===== config.mk =====
export PLATFORM = sky130hd
export DESIGN_NAME = deadlock_axis_monitor_flat
export DESIGN_NICKNAME = d
export VERILOG_FILES = /design/src/rtl/deadlock_axis_monitor_if.sv /design/src/rtl/deadlock_axis_monitor.sv /design/src/flat_wrapper.sv
export SDC_FILE = /design/constraint.sdc
export NUM_CORES = 1
export LEC_CHECK = 0
export BUFFER_PORTS_ARGS = -buffer_cell sky130_fd_sc_hd__buf_2
export CAP_MARGIN = 20
export CORE_UTILIZATION = 30
export DETAILED_ROUTE_END_ITERATION = 10
export SLEW_MARGIN = 20
export SYNTH_ARGS = -nofsm -noshare
export SYNTH_HDL_FRONTEND = slang
export SYNTH_SLANG_ARGS = --single-unit

===== constraint.sdc =====
create_clock -name clock -period 3.1 [get_ports clock]
set_clock_uncertainty 0.2 [all_clocks]
set_input_delay 0.93 -clock clock [delete_from_list [all_inputs] [get_ports clock]]
set_output_delay 0.93 -clock clock [all_outputs]
set_load 0.02 [all_outputs]

===== src/rtl/deadlock_axis_monitor_if.sv =====
// Signal bundle between a deadlock monitor and whatever drives and observes it.
// mon_state exposes the monitor's filter state (0 idle, 1 pending, 2 blocked).
interface deadlock_axis_monitor_if #(
  parameter int NUM_AXIS = 15,
  parameter int NUM_SUB  = 1,
  parameter int CNT_W    = 8,
  parameter int CH_W     = (NUM_AXIS > 1) ? $clog2(NUM_AXIS) : 1
);
  logic [NUM_AXIS-1:0] axis_block_sigs;
  logic [NUM_SUB-1:0]  sub_block;
  logic                clear;
  logic                block;
  logic                block_sticky;
  logic                first_valid;
  logic [CH_W-1:0]     first_chan;
  logic [CNT_W-1:0]    block_events;
  logic [1:0]          mon_state;

  modport master (
    output axis_block_sigs, sub_block, clear,
    input  block, block_sticky, first_valid, first_chan, block_events, mon_state
  );

  modport slave (
    input  axis_block_sigs, sub_block, clear,
    output block, block_sticky, first_valid, first_chan, block_events, mon_state
  );
endinterface


===== src/rtl/deadlock_axis_monitor.sv =====
// Per-level AXI-stream deadlock monitor: persistence-filtered block output plus
// sticky flag, first-blocking-channel capture and a saturating rise counter.
module deadlock_axis_monitor #(
  parameter int                  NUM_AXIS  = 15,
  parameter int                  NUM_SUB   = 1,
  parameter logic [NUM_AXIS-1:0] CUR_MASK  = 15'b11,
  parameter logic [NUM_AXIS-1:0] DESC_MASK = 15'h7FFC,
  parameter int                  THRESHOLD = 1,
  parameter int                  CNT_W     = 8,
  parameter int                  CH_W      = (NUM_AXIS > 1) ? $clog2(NUM_AXIS) : 1
) (
  input logic                    clock,
  input logic                    reset,
  deadlock_axis_monitor_if.slave mon
);
  localparam int CNT_BITS = (THRESHOLD > 1) ? $clog2(THRESHOLD + 1) : 1;
  localparam logic [CNT_BITS-1:0] THR    = CNT_BITS'(THRESHOLD);
  localparam logic [CNT_BITS-1:0] THR_M1 = CNT_BITS'(THRESHOLD - 1);

  typedef enum logic [1:0] {
    IDLE    = 2'd0,
    PENDING = 2'd1,
    BLOCKED = 2'd2
  } state_t;

  state_t              state_q, state_d;
  logic [CNT_BITS-1:0] cnt_q, cnt_d;
  logic [NUM_AXIS-1:0] cur_vec, desc_vec, raw_vec;
  logic                raw, rise;
  logic [CH_W-1:0]     low_idx;

  logic                sticky_q, first_valid_q;
  logic [CH_W-1:0]     first_chan_q;
  logic [CNT_W-1:0]    events_q;

  // Descendant-owned channels only count while some child is itself blocked.
  assign cur_vec  = mon.axis_block_sigs & CUR_MASK;
  assign desc_vec = (|mon.sub_block) ? (mon.axis_block_sigs & DESC_MASK) : '0;
  assign raw_vec  = cur_vec | desc_vec;
  assign raw      = |raw_vec;

  always_ff @(posedge clock) begin
    if (reset) begin
      state_q <= IDLE;
      cnt_q   <= '0;
    end else begin
      state_q <= state_d;
      cnt_q   <= cnt_d;
    end
  end

  always_comb begin
    state_d = state_q;
    cnt_d   = cnt_q;
    if (!raw) begin
      state_d = IDLE;
      cnt_d   = '0;
    end else begin
      if (cnt_q < THR) cnt_d = cnt_q + CNT_BITS'(1);
      state_d = (cnt_q >= THR_M1) ? BLOCKED : PENDING;
    end
  end

  assign rise = (state_q != BLOCKED) && (state_d == BLOCKED);

  always_comb begin
    low_idx = '0;
    for (int i = NUM_AXIS - 1; i >= 0; i--) begin
      if (raw_vec[i]) low_idx = CH_W'(i);
    end
  end

  // A rise in the same cycle as clear lands on top of the cleared state.
  always_ff @(posedge clock) begin
    if (reset) begin
      sticky_q      <= 1'b0;
      first_valid_q <= 1'b0;
      first_chan_q  <= '0;
      events_q      <= '0;
    end else begin
      if (mon.clear) begin
        sticky_q      <= 1'b0;
        first_valid_q <= 1'b0;
        first_chan_q  <= '0;
        events_q      <= '0;
      end
      if (rise) begin
        sticky_q <= 1'b1;
        if (mon.clear)          events_q <= CNT_W'(1);
        else if (events_q != '1) events_q <= events_q + CNT_W'(1);
        if (mon.clear || !first_valid_q) begin
          first_chan_q  <= low_idx;
          first_valid_q <= 1'b1;
        end
      end
    end
  end

  assign mon.block        = (state_q == BLOCKED);
  assign mon.block_sticky = sticky_q;
  assign mon.first_valid  = first_valid_q;
  assign mon.first_chan   = first_chan_q;
  assign mon.block_events = events_q;
  assign mon.mon_state    = state_q;
endmodule


===== src/flat_wrapper.sv =====
// flat-port wrapper written by rule: the top's interface ports become plain ports
module deadlock_axis_monitor_flat 
#(
  parameter int                  NUM_AXIS  = 15,
  parameter int                  NUM_SUB   = 1,
  parameter logic [NUM_AXIS-1:0] CUR_MASK  = 15'b11,
  parameter logic [NUM_AXIS-1:0] DESC_MASK = 15'h7FFC,
  parameter int                  THRESHOLD = 1,
  parameter int                  CNT_W     = 8,
  parameter int                  CH_W      = (NUM_AXIS > 1) ? $clog2(NUM_AXIS) : 1
)
  (clock, reset, mon_axis_block_sigs, mon_sub_block, mon_clear, mon_block, mon_block_sticky, mon_first_valid, mon_first_chan, mon_block_events, mon_mon_state);
  deadlock_axis_monitor_if #(.NUM_AXIS(NUM_AXIS), .NUM_SUB(NUM_SUB), .CNT_W(CNT_W), .CH_W(CH_W)) mon_i ();
  input logic clock;
  input logic reset;
  input wire logic [$bits(mon_i.axis_block_sigs)-1:0] mon_axis_block_sigs;
  input wire logic [$bits(mon_i.sub_block)-1:0] mon_sub_block;
  input wire logic [$bits(mon_i.clear)-1:0] mon_clear;
  output wire logic [$bits(mon_i.block)-1:0] mon_block;
  output wire logic [$bits(mon_i.block_sticky)-1:0] mon_block_sticky;
  output wire logic [$bits(mon_i.first_valid)-1:0] mon_first_valid;
  output wire logic [$bits(mon_i.first_chan)-1:0] mon_first_chan;
  output wire logic [$bits(mon_i.block_events)-1:0] mon_block_events;
  output wire logic [$bits(mon_i.mon_state)-1:0] mon_mon_state;
  assign mon_i.axis_block_sigs = mon_axis_block_sigs;
  assign mon_i.sub_block = mon_sub_block;
  assign mon_i.clear = mon_clear;
  assign mon_block = mon_i.block;
  assign mon_block_sticky = mon_i.block_sticky;
  assign mon_first_valid = mon_i.first_valid;
  assign mon_first_chan = mon_i.first_chan;
  assign mon_block_events = mon_i.block_events;
  assign mon_mon_state = mon_i.mon_state;
  deadlock_axis_monitor #(.NUM_AXIS(NUM_AXIS), .NUM_SUB(NUM_SUB), .CUR_MASK(CUR_MASK), .DESC_MASK(DESC_MASK), .THRESHOLD(THRESHOLD), .CNT_W(CNT_W), .CH_W(CH_W)) u_core (.clock(clock), .reset(reset), .mon(mon_i));
endmodule

# == Word-level counts from Yosys, hierarchy flattened ==
# Index checks and enable logic that the tools add are counted.
# classes
add_sub_neg,2
order_cmp,2
eq_ne,4
mux,30
bitwise,2
reduce_logical,6
# ops
operator,count
$mux 4,18
$mux 8,4
$mux 15,1
$or 2x15->15,1
$reduce_or 15->1,1
$add 8x1->8 const B,1
$ne 8x8->1 const B,1
$mux 1,5
$eq 2x2->1 const B,2
$mux 2,2
$ne 2x2->1 const B,1
$reduce_bool 2->1,1
$reduce_or 2->1,1
$add 1x1->1 const B,1
$ge 1x1->1 const B,1
$logic_and 1x1->1,1
$logic_not 1->1,1
$logic_or 1x1->1,1
$lt 1x1->1 const B,1
$not 1->1,1
# totals
ff_bits,17
output_inout_bits,17
wordCells,52

# == Depth between registers and ports, before layout ==
# Gate-level depths: netlist (run 1).
# depth
word_depth,19
ltp_mapped,6
depth_no_buf,6

# == Least setup slack after synthesis (run 1) ==
# No wires, ideal clock.
# synth_timing
kind,input-to-reg
startpoint,in mon_axis_block_sigs[4]
endpoint,reg u_core.events_q[2] (netlist: u_core.mon.block_events[2])
setup_ns,0.091
arrival_ns,2.355
slack_ns,0.454
path_stages,6
path_cell_list,o41a_1 -> or4_4 -> o21ai_2 -> buf_6 -> nor2_2 -> a311oi_1
# synth_via
elab_chain_cells,7
# synth_rtl
element,line_no,rtl
start: declaration,flat_wrapper.sv:16,input wire logic [$bits(mon_i.axis_block_sigs)-1:0] mon_axis_block_sigs;
$mux 15,deadlock_axis_monitor.sv:38,assign desc_vec = (|mon.sub_block) ? (mon.axis_block_sigs & DESC_MASK) : '0;
$or 2x15->15,deadlock_axis_monitor.sv:39,assign raw_vec = cur_vec | desc_vec;
$reduce_or 15->1,deadlock_axis_monitor.sv:40,assign raw = |raw_vec;
$mux 2,deadlock_axis_monitor.sv:55,if (!raw) begin
$eq 2x2->1,deadlock_axis_monitor.sv:64,assign rise = (state_q != BLOCKED) && (state_d == BLOCKED);
$logic_and 1x1->1,deadlock_axis_monitor.sv:64,
$mux 8,deadlock_axis_monitor.sv:87,if (rise) begin
end signal: assignment,deadlock_axis_monitor.sv:90,else if (events_q != '1) events_q <= events_q + CNT_W'(1);
end: declaration,deadlock_axis_monitor.sv:34,logic [CNT_W-1:0] events_q;
# Every way passes these cells.
# A chain may end at the register's enable or synchronous reset.

# == Worst setup path after layout (run 1) ==
# Ends and elaborated chain as after synthesis.

==> results of run 1 <==
final timing paths:
kind / endpoint / slack, ns / cells after the start
worst min register to register: u_core.mon.block_sticky / 0.28 / 2
worst max-delay path: u_core.mon.block_events[2] / 0.53 / 7
worst min-delay path: u_core.mon.block_sticky / 0.28 / 2
worst max register to register: u_core.mon.block_events[3] / 1.17 / 5
sequential cells by signal, indices dropped and copies added (netlist names):
register / count
u_core.mon.block_events: 8
u_core.mon.first_chan: 4
u_core.mon.block_sticky: 1
u_core.mon.first_valid: 1
u_core.mon.mon_state: 1
synthesized netlist by cell type (all sizes together):
cell,instances,area [um2]
a211oi,2,15.0
or3,1,6.26
a22oi,2,15.0
mux2i,2,20.0
o41a,1,11.3
o22ai,1,6.26
buf,3,26.3
nor4,1,6.26
o211ai,2,15.0
nand2,12,45.0
o41ai,1,8.76
or2,1,8.76
o31ai,5,37.5
and4,1,8.76
clkbuf,1,3.75
nand4,2,12.5
or4,4,36.3
inv,6,22.5
nor2,12,47.6
a21oi,7,35.0
o21ai,4,23.8
a311oi,1,8.76
ha,1,12.5
nor4b,1,8.76
nand3,4,20.0
a31oi,4,25.0
nor3b,2,15.0
conb,1,3.75
dfxtp,15,300
nor2b,1,6.26
nor3,4,20.0
o21a,1,7.51
o21bai,3,22.5
layer usage:
metal  routed length, um  track usage, %  vias to the layer above
met1                1040            20.3                      454
li1                    -               -                      477
met5                   0               0                        -
met2                1140            28.1                       34
met3                 130            3.02                        5
met4                  43            8.57                        0
logic make-up after synthesis:
| group | after synthesis | share of synthesized area (%) |
|---|---|---|
| AO/OA/AOI/OAI | 34 | 26.8 |
| adder cells (fa/ha/maj) | 1 | 1.45 |
| buffers and inverters | 10 | 6.09 |
| flip-flops | 15 | 34.8 |
| multiplexers | 2 | 2.32 |
| other | 1 | 0.435 |
| AND/OR/NAND/NOR | 46 | 28.0 |
power groups by stage:
stage	registers [mW]	logic, mW	clock network (mW)
5_1_grt	0.207	0.0841	0.121
3_5_place_dp	0.210	0.0757	0
2_1_floorplan	0.217	0.0374	0
6_report	0.206	0.0754	0.108
4_1_cts	0.206	0.0758	0.114
3_3_place_gp	0.210	0.0738	0
final cells by class:
class,instances,area (um2)
fillers,300,1660
multi-input cells,84,509
flip-flops and latches,15,300
repair buffers,35,178
well taps,31,38.8
clock buffers,4,26.3
inverters,6,22.5
worst register-to-register path: stages, from the launching register on:
cell     delay (ns)
dfxtp_1        0.35
ha_1           0.28
nand2_1        0.12
nor3_1         0.10
or4_2          0.64
a21oi_1        0.16
cell usage in the layout, fill, tap and decap left out, types with 2 or more instances in the layout:
cell	instances
nor2_1	11
clkbuf_4	3
nand2_1	12
o21bai_1	3
nand4_1	2
o31ai_1	5
nand3_1	4
buf_2	34
a22oi_1	2
or4_2	2
a21oi_1	7
o211ai_1	2
inv_1	6
nor3b_1	2
nor3_1	4
a31oi_1	4
mux2i_1	2
o21ai_0	3
dfxtp_1	15
a211oi_1	2
==> flow_summary.toml, run 1 <==
[global_route]
track_usage_pct = 16.7
grt_pass1_vias = 975
grt_antenna_before_repair = 0
grt_max_degree = 13
grt_pass1_wl_um = 4200
gr-total-overflow = 0

[floorplan]
chipHeight_um = 55.6
pin_count = 36
core_area_mm2 = 0.00273
initial_core_util_pct = 31.5
std_cell_rows = 19
die_width_um = 55.6
dieArea_mm2 = 0.00309

[critical_path]
worstSetupPathType = "in2reg"
crit_slowest_cell = "or4_4"
crit_arrival_ns = 2.56
critPathMaxStageDelay_ns = 0.45
cp-startpoint = "mon_axis_block_sigs[4]"
cp.required_ns = 3.09
critPathBufInv = 2
worstPathCellList = "buf_2, o41a_1, or4_4, o21ai_2, buf_4, nor2_2, a311oi_1"
cp_max_fo = 12
startpoint_type = "input port"
path_delay_family = "compound AO/OA/AOI/OAI gates"
crit-reg2reg-launch = "u_core.mon.block_events[0]"
end_kind = "register"

[detailed_routing]
dr.pass1.iters = 5
detail_route.iter0.violations = 17
wl_um = 2350
vias = 970
routedWlPerCell_um = 13.4
drc = 0
drtAntennaViolNets = 0
vias_per_cell = 5.54

[clocking]
clock-sinks = 15
cts.htree.levels = 1
cts-buffers-inserted = 3
cts_hold_buf = 0
cts_buffer_depth = 2
cts-root-buf = "clkbuf_4"
cts.clk_slew.worst_paths_ns = 0.08
tritoncts = "done"
cts_setup_buffers = 0
cts_resized = 0
clock_latency_ns = 0.27

[pwr]
p_sw_uw = 110
share_comb_of_total_power_pct = 19.4
p_clk_share_pct = 27.7
p_seq_share_pct = 52.9
swShare_pct = 28.4
p_int_uw = 278
ir_worst_vdd_mv = 0.180
powerDensity_mw_per_mm2 = 362
leakagePower_nw = 0.455
power_uw = 389

[synth]
syn_avg_cell_area_um2 = 7.91
synth_fp_nets = 129
yosys.cell_types.count = 38
ys_ff_latch = 15
yosys_warnings = 0
synthCells = 109
syn_area_um2 = 862
ys_seq_area_share_pct = 34.8

[cells_and_area]
syn_to_final_growth_pct = 24.7
final_area_mm2 = 0.00107
diodes = 0
fin_nets = 165
instances_no_fill = 175
post-route-util_pct = 39.3
layout-drive-gt1-share_pct = 30.6

[sta]
relSlewSlack_pct = 65.3
setup_violations = 0
max_freq_mhz = 390
hold_viol_final = 0
final.min_clock_period_ns = 2.57
fin_tns_setup_ns = 0
period_share_pct = 82.8
hold_ws_ns = 0.283
final.setup.worst_slack_ns = 0.535
rsz0062_at_grt = "false"
tightestPinTransition_ns = 0.516
slew_viol_final = 0

[run_status]
status = "complete, no violations"

[place]
gp_congestion = 0.861
dpl_cell_area_mm2 = 0.00105
hpwl_um = 1900
placed_cells = 171
pre_cts_slack_ns = 0.250
port_buffers = 34

[min_path]
hp-start = "u_core.mon.block_sticky"
hold_class = "reg2reg"

[job]
drv_cap = 0
Power figures use the tool's default switching activity.
==> run 2: changes to the inputs <==
clock period = 2.15 ns   (was 3.1 ns; I/O delays follow)
==> run 2 against run 1 <==
Net effect: the run now ends with setup timing left; worst setup slack got worse by 0.61 ns; routed wire length increased by 1.1%; clock power increased by 48%; sequential share of layout area decreased by 4.4 points; die area unchanged; critical path depth unchanged; count of clock-buffer cells in the layout unchanged; sequential cell count unchanged; total power increased by 55%; global-route usage decreased by 1.2 points.
==> flow_summary.toml, run 2 (synthesis results as in run 1) <==
[run_status]
status = "complete, but fails checks"
violations = "setup timing"

[place]
gp_congestion = 0.778
pre_cts_slack_ns = -0.363
placed_cells = 190
hpwl_um = 1950
port_buffers = 34

[pwr]
p_seq_share_pct = 49.2
p_sw_uw = 171
ir_worst_vdd_mv = 0.279
powerDensity_mw_per_mm2 = 473
share_comb_of_total_power_pct = 24.3
power_uw = 603
p_clk_share_pct = 26.5
p_int_uw = 431
leakagePower_nw = 0.564
swShare_pct = 28.4

[floorplan]
dieArea_mm2 = 0.00309
pin_count = 36
core_area_mm2 = 0.00273
die_width_um = 55.6
initial_core_util_pct = 31.5
chipHeight_um = 55.6
std_cell_rows = 19

[cells_and_area]
layout-drive-gt1-share_pct = 41.5
fin_nets = 185
final_cell_mix = "32 x buf_2, 20 x buf_4, 15 x dfxtp_1, 12 x nand2_1, 10 x nor2_1"
layout_commonest_cell = "buf_2"
instances_no_fill = 195
syn_to_final_growth_pct = 47.9
largest_register_ffs = 8
fill_cells = 281
diodes = 0

[sta]
final.setup.worst_slack_ns = -0.0741
slew_viol_final = 0
final.min_clock_period_ns = 2.22
period_share_pct = 103
setup_violations = 7
max_freq_mhz = 450
tightestPinTransition_ns = 0.497
rsz0062_at_grt = "true"
hold_viol_final = 0
hold_ws_ns = 0.273
relSlewSlack_pct = 66.6

[critical_path]
cp.required_ns = 2.14
startpoint_type = "input port"
cp_max_fo = 11
end_kind = "register"
worstSetupPathType = "in2reg"
crit_arrival_ns = 2.22
crit-reg2reg-launch = "u_core.mon.block_events[0]"
cp-startpoint = "mon_axis_block_sigs[4]"

[clocking]
cts-root-buf = "clkbuf_4"
cts_buffer_depth = 2
cts-buffers-inserted = 3
cts_hold_buf = 0
clock-sinks = 15
tritoncts = "done"
cts.htree.levels = 1
cts.clk_slew.worst_paths_ns = 0.09
clock_latency_ns = 0.28

[detailed_routing]
routed-wl-met3_um = 109
drc = 0
dr.pass1.iters = 4
dr_wl_met2_um = 1230
vias_per_cell = 5.25
drtAntennaViolNets = 0
wl_um = 2380
top_layer = "met4"
wirelength_met1_um = 1030
routedWlPerCell_um = 12.2
detail_route.iter0.violations = 13
vias = 1024

[global_route]
grt_max_degree = 12
track_usage_pct = 15.5
grt_pass1_vias = 940
grt_pass1_wl_um = 3840
gr-total-overflow = 0
grt_antenna_before_repair = 0

[min_path]
hold_class = "reg2reg"
hp-start = "u_core.mon.first_chan[2]"

[job]
drv_cap = 0
-- run 2: what timing repair did --
item | CTS | global route
setup buffers | 1 | 0
gates resized for setup | 5 | 2
setup endpoints to repair | 7 | 11
pin swaps | 0 | 1
-- run 2: cell type report --
type / instances / area, um2 / area share (%)
Multi-Input combinational cell: 84 / 534 / 41.9
Clock buffer: 4 / 26.3 / 2.06
Tap cell: 31 / 38.8 / 3.04
Sequential cell: 15 / 300 / 23.6
Inverter: 6 / 22.5 / 1.77
Timing Repair Buffer: 55 / 353 / 27.7
-- run 2: worst max-delay path, stage by stage --
cell and delay (ns):
buf_6 0.09, o41a_1 0.42, or4_4 0.47, o21ai_4 0.16
buf_12 0.14, nor2_2 0.03, a311oi_1 0.25
-- run 2: path summary, 6_finish.rpt --
| check | slack [ns] | cells after the start | endpoint |
|---|---|---|---|
| setup / recovery | -0.07 | 7 | u_core.mon.block_events[2] |
| hold / removal | 0.27 | 2 | u_core.mon.first_chan[2] |
| setup reg to reg | 0.26 | 5 | u_core.mon.block_events[3] |
| hold reg to reg | 0.27 | 2 | u_core.mon.first_chan[2] |
-- run 2: metal layers --
layer  vias up  global-route usage (%)
met1       475                    16.8
met4         0                    5.36
met3         2                    2.79
met5         -                       0
li1        521                       -
met2        26                    29.6
-- run 2: through the flow --
step | cell area, um2 | TNS [ns] | util, %
2_1_floorplan | 867 | -1.41 | -
5_1_grt | 1270 | -0.483 | 46.6
6_report | 1270 | -0.169 | 46.6
4_1_cts | 1270 | -0.166 | 46.4
3_3_place_gp | 1210 | -3.95 | 44.2
3_5_place_dp | 1210 | -4.13 | 44.2
-- run 2: power by group through the flow --
stage               Clock (mW)  Sequential [mW]  Combinational (mW)
floorplan                    0            0.313              0.0547
global placement             0            0.302               0.137
detailed placement           0            0.303               0.140
CTS                      0.165            0.297               0.147
global route             0.178            0.298               0.160
finish                   0.160            0.296               0.147
==> run 3: changes to the inputs <==
ABC_AREA = 1   (was unset)
==> run 3 against run 2 <==
Net effect: the run now ends clean; largest power group unchanged; global-route usage fell by 2.7 points; clock power down 5%; routed wire length shrank 15%; via count is 5.4% lower.
==> flow_summary.toml, run 3 <==
[synth]
yosys.cell_types.count = 26
yosysMostFrequentCell = "nand2_1"
syn_avg_cell_area_um2 = 7.06
ys.flop_type = "dfxtp_1"
ys_async_sr_fraction_pct = 0
ys_seq_area_share_pct = 29.7
synthCells = 143
syn_area_mm2 = 0.00101
synth_edf_count = 0
ys_ff_latch = 15
ys_top_cells_by_count = "37 x nand2_1, 15 x dfxtp_1, 15 x inv_1, 11 x a21oi_1, 10 x nor2_1"
synth_area_leader_cell = "dfxtp_1"
synth.top_cell.area_share_pct = 29.7
synth_fp_nets = 163
yosys_warnings = 0
synth.top_cells.by_area = "dfxtp_1 30%, nand2_1 14%, o21ai_2 6.1%, inv_1 5.6%, a21oi_1 5.5%"

[min_path]
hold_depth = 2
holdPathEnd = "u_core.mon.block_sticky"
hold_class = "reg2reg"
hp-start = "u_core.mon.block_sticky"

[global_route]
track_usage_pct = 12.8
gr-total-overflow = 0
grt_antenna_before_repair = 0
grt_pass1_vias = 847
grt_max_degree = 14
grt_pass1_wl_um = 3460

[cells_and_area]
syn_to_final_growth_pct = 24.2
fill_cells = 348
layout-drive-gt1-share_pct = 35.9
diodes = 0
final_cell_mix = "37 x nand2_1, 34 x buf_2, 15 x inv_1, 15 x dfxtp_1, 11 x a21oi_1"
fin_nets = 202
post-route-util_pct = 40.1
layout_commonest_cell = "nand2_1"
largest_register_ffs = 8

[clocking]
cts.htree.levels = 1
tritoncts = "done"
cts-root-buf = "clkbuf_4"
cts_resized = 0
cts_hold_buf = 0
cts_setup_buffers = 0
clock_latency_ns = 0.27
clock-sinks = 15
cts_buffer_depth = 2
cts.clk_slew.worst_paths_ns = 0.08
cts-buffers-inserted = 3

[pwr]
swShare_pct = 30.0
powerDensity_mw_per_mm2 = 475
leakagePower_nw = 0.636
share_comb_of_total_power_pct = 24.6
p_clk_share_pct = 25.5
p_int_uw = 417
p_seq_share_pct = 49.9
ir_worst_vdd_mv = 0.197
p_sw_uw = 178

[detailed_routing]
vias_per_cell = 4.31
drc = 0
dr.pass1.iters = 4
vias = 969
detail_route.iter0.violations = 8
drtAntennaViolNets = 0
wl_um = 2020
routedWlPerCell_um = 8.97

[critical_path]
worstRegToRegCells = 12
r2r_end = "u_core.mon.block_events[5]"
crit-reg2reg-launch = "u_core.mon.block_events[1]"
end_kind = "register"
crit_arrival_ns = 1.82
cp_max_fo = 6
cp.required_ns = 2.11
worstSetupPathType = "reg2reg"
startpoint_type = "register"
rrSetupSlack_ns = 0.29

[place]
pre_cts_slack_ns = 0.0638
port_buffers = 34
gp_congestion = 0.768
hpwl_um = 1700

[sta]
period_share_pct = 86.5
slew_viol_final = 0
final.setup.worst_slack_ns = 0.290
final.min_clock_period_ns = 1.86
setup_violations = 0
fin_tns_setup_ns = 0
hold_viol_final = 0
rsz0062_at_grt = "false"
max_freq_mhz = 538

[floorplan]
pin_count = 36
chipHeight_um = 60.0
die_width_um = 60.0
initial_core_util_pct = 32.3
core_area_mm2 = 0.00313
std_cell_rows = 20
dieArea_mm2 = 0.00360

[job]
drv_cap = 0

[run_status]
status = "complete, no violations"
run 3: cell count changes in the layout (fill, tap and decap cells not counted), moves of 3 or more:
| cell | change |
|---|---|
| a21oi_1 | +4 |
| o31ai_1 | -3 |
| o21ai_2 | +7 |
| buf_4 | -15 |
| nand3_1 | +4 |
| o21ai_0 | +6 |
| o21bai_1 | -3 |
| inv_1 | +9 |
| a31oi_1 | -3 |
| nand2_1 | +25 |
| nand2_2 | +6 |
run 3: worst max-delay path by stage:
stage                          startpoint                    endpoint  slack (ns)  depth (start not counted)
6_report       u_core.mon.block_events[1]  u_core.mon.block_events[5]        0.29                         12
5_1_grt        u_core.mon.block_events[1]  u_core.mon.block_events[7]        0.10                          9
4_1_cts        u_core.mon.block_events[1]  u_core.mon.block_events[5]        0.29                         12
3_5_place_dp                mon_sub_block  u_core.mon.block_events[5]        0.06                         11
3_3_place_gp                mon_sub_block    u_core.mon.first_chan[1]        0.07                         11
2_1_floorplan               mon_sub_block    u_core.mon.first_chan[1]        0.27                         10
run 3: stage by stage:
step	total power, mW	hold slack, ns	instances	area [um2]
final	0.596	0.281	225	1250
after global routing	0.642	0.321	225	1250
after CTS	0.605	0.289	225	1250
after detailed placement	0.451	0.267	221	1230
after global placement	0.451	0.264	221	1230
after floorplan	0.402	0.337	143	1010
run 3: critical path, stage by stage (launching register included):
cell and delay (ns):
dfxtp_1 0.44, ha_1 0.24, nand3_1 0.08, nor2_1 0.10, inv_1 0.07, nor2_2 0.09, inv_2 0.07, nor2_8 0.13
nor2_8 0.07, nand4_4 0.08, nor2_4 0.04, o21ai_2 0.10, a21oi_1 0.05
run 3: logic make-up (layout without fill, tap and decap cells):
logic type,Yosys count,after routing,share of synthesized area (%)
DFF,15,15,29.7
AOI/OAI and AO/OA,32,32,19.5
adders and majority gates,1,1,1.24
other,1,1,0.371
and+or+nand+nor,71,71,37.1
xor gates and xnor gates,2,2,1.74
buffers and inverters,21,59,10.4
run 3: power by group through the flow:
stage	logic [mW]	clock network, mW	registers, mW
3_3_place_gp	0.147	0	0.304
6_report	0.146	0.152	0.297
2_1_floorplan	0.0840	0	0.318
5_1_grt	0.167	0.176	0.299
4_1_cts	0.148	0.160	0.297
3_5_place_dp	0.147	0	0.304
run 3: final cells by class:
type                       instances  area, um2  area share, %
timing repair buffer              39        208           16.6
clock buffer                       4       26.3           2.10
multi-input combinational        107        604           48.2
inverter                          16       60.1           4.79
sequential                        15        300           24.0
tap                               44       55.1           4.39
run 3: metal layers:
| layer | routed length, um | part of all wire [%] | vias to the layer above | track usage, % |
|---|---|---|---|---|
| li1 | - | - | 540 | - |
| met1 | 1070 | 53 | 412 | 17.4 |
| met2 | 876 | 43 | 15 | 19.2 |
| met3 | 43 | 2.1 | 2 | 3.25 |
| met4 | 27 | 1.3 | 0 | 4.98 |
| met5 | 0 | 0 | - | 0 |
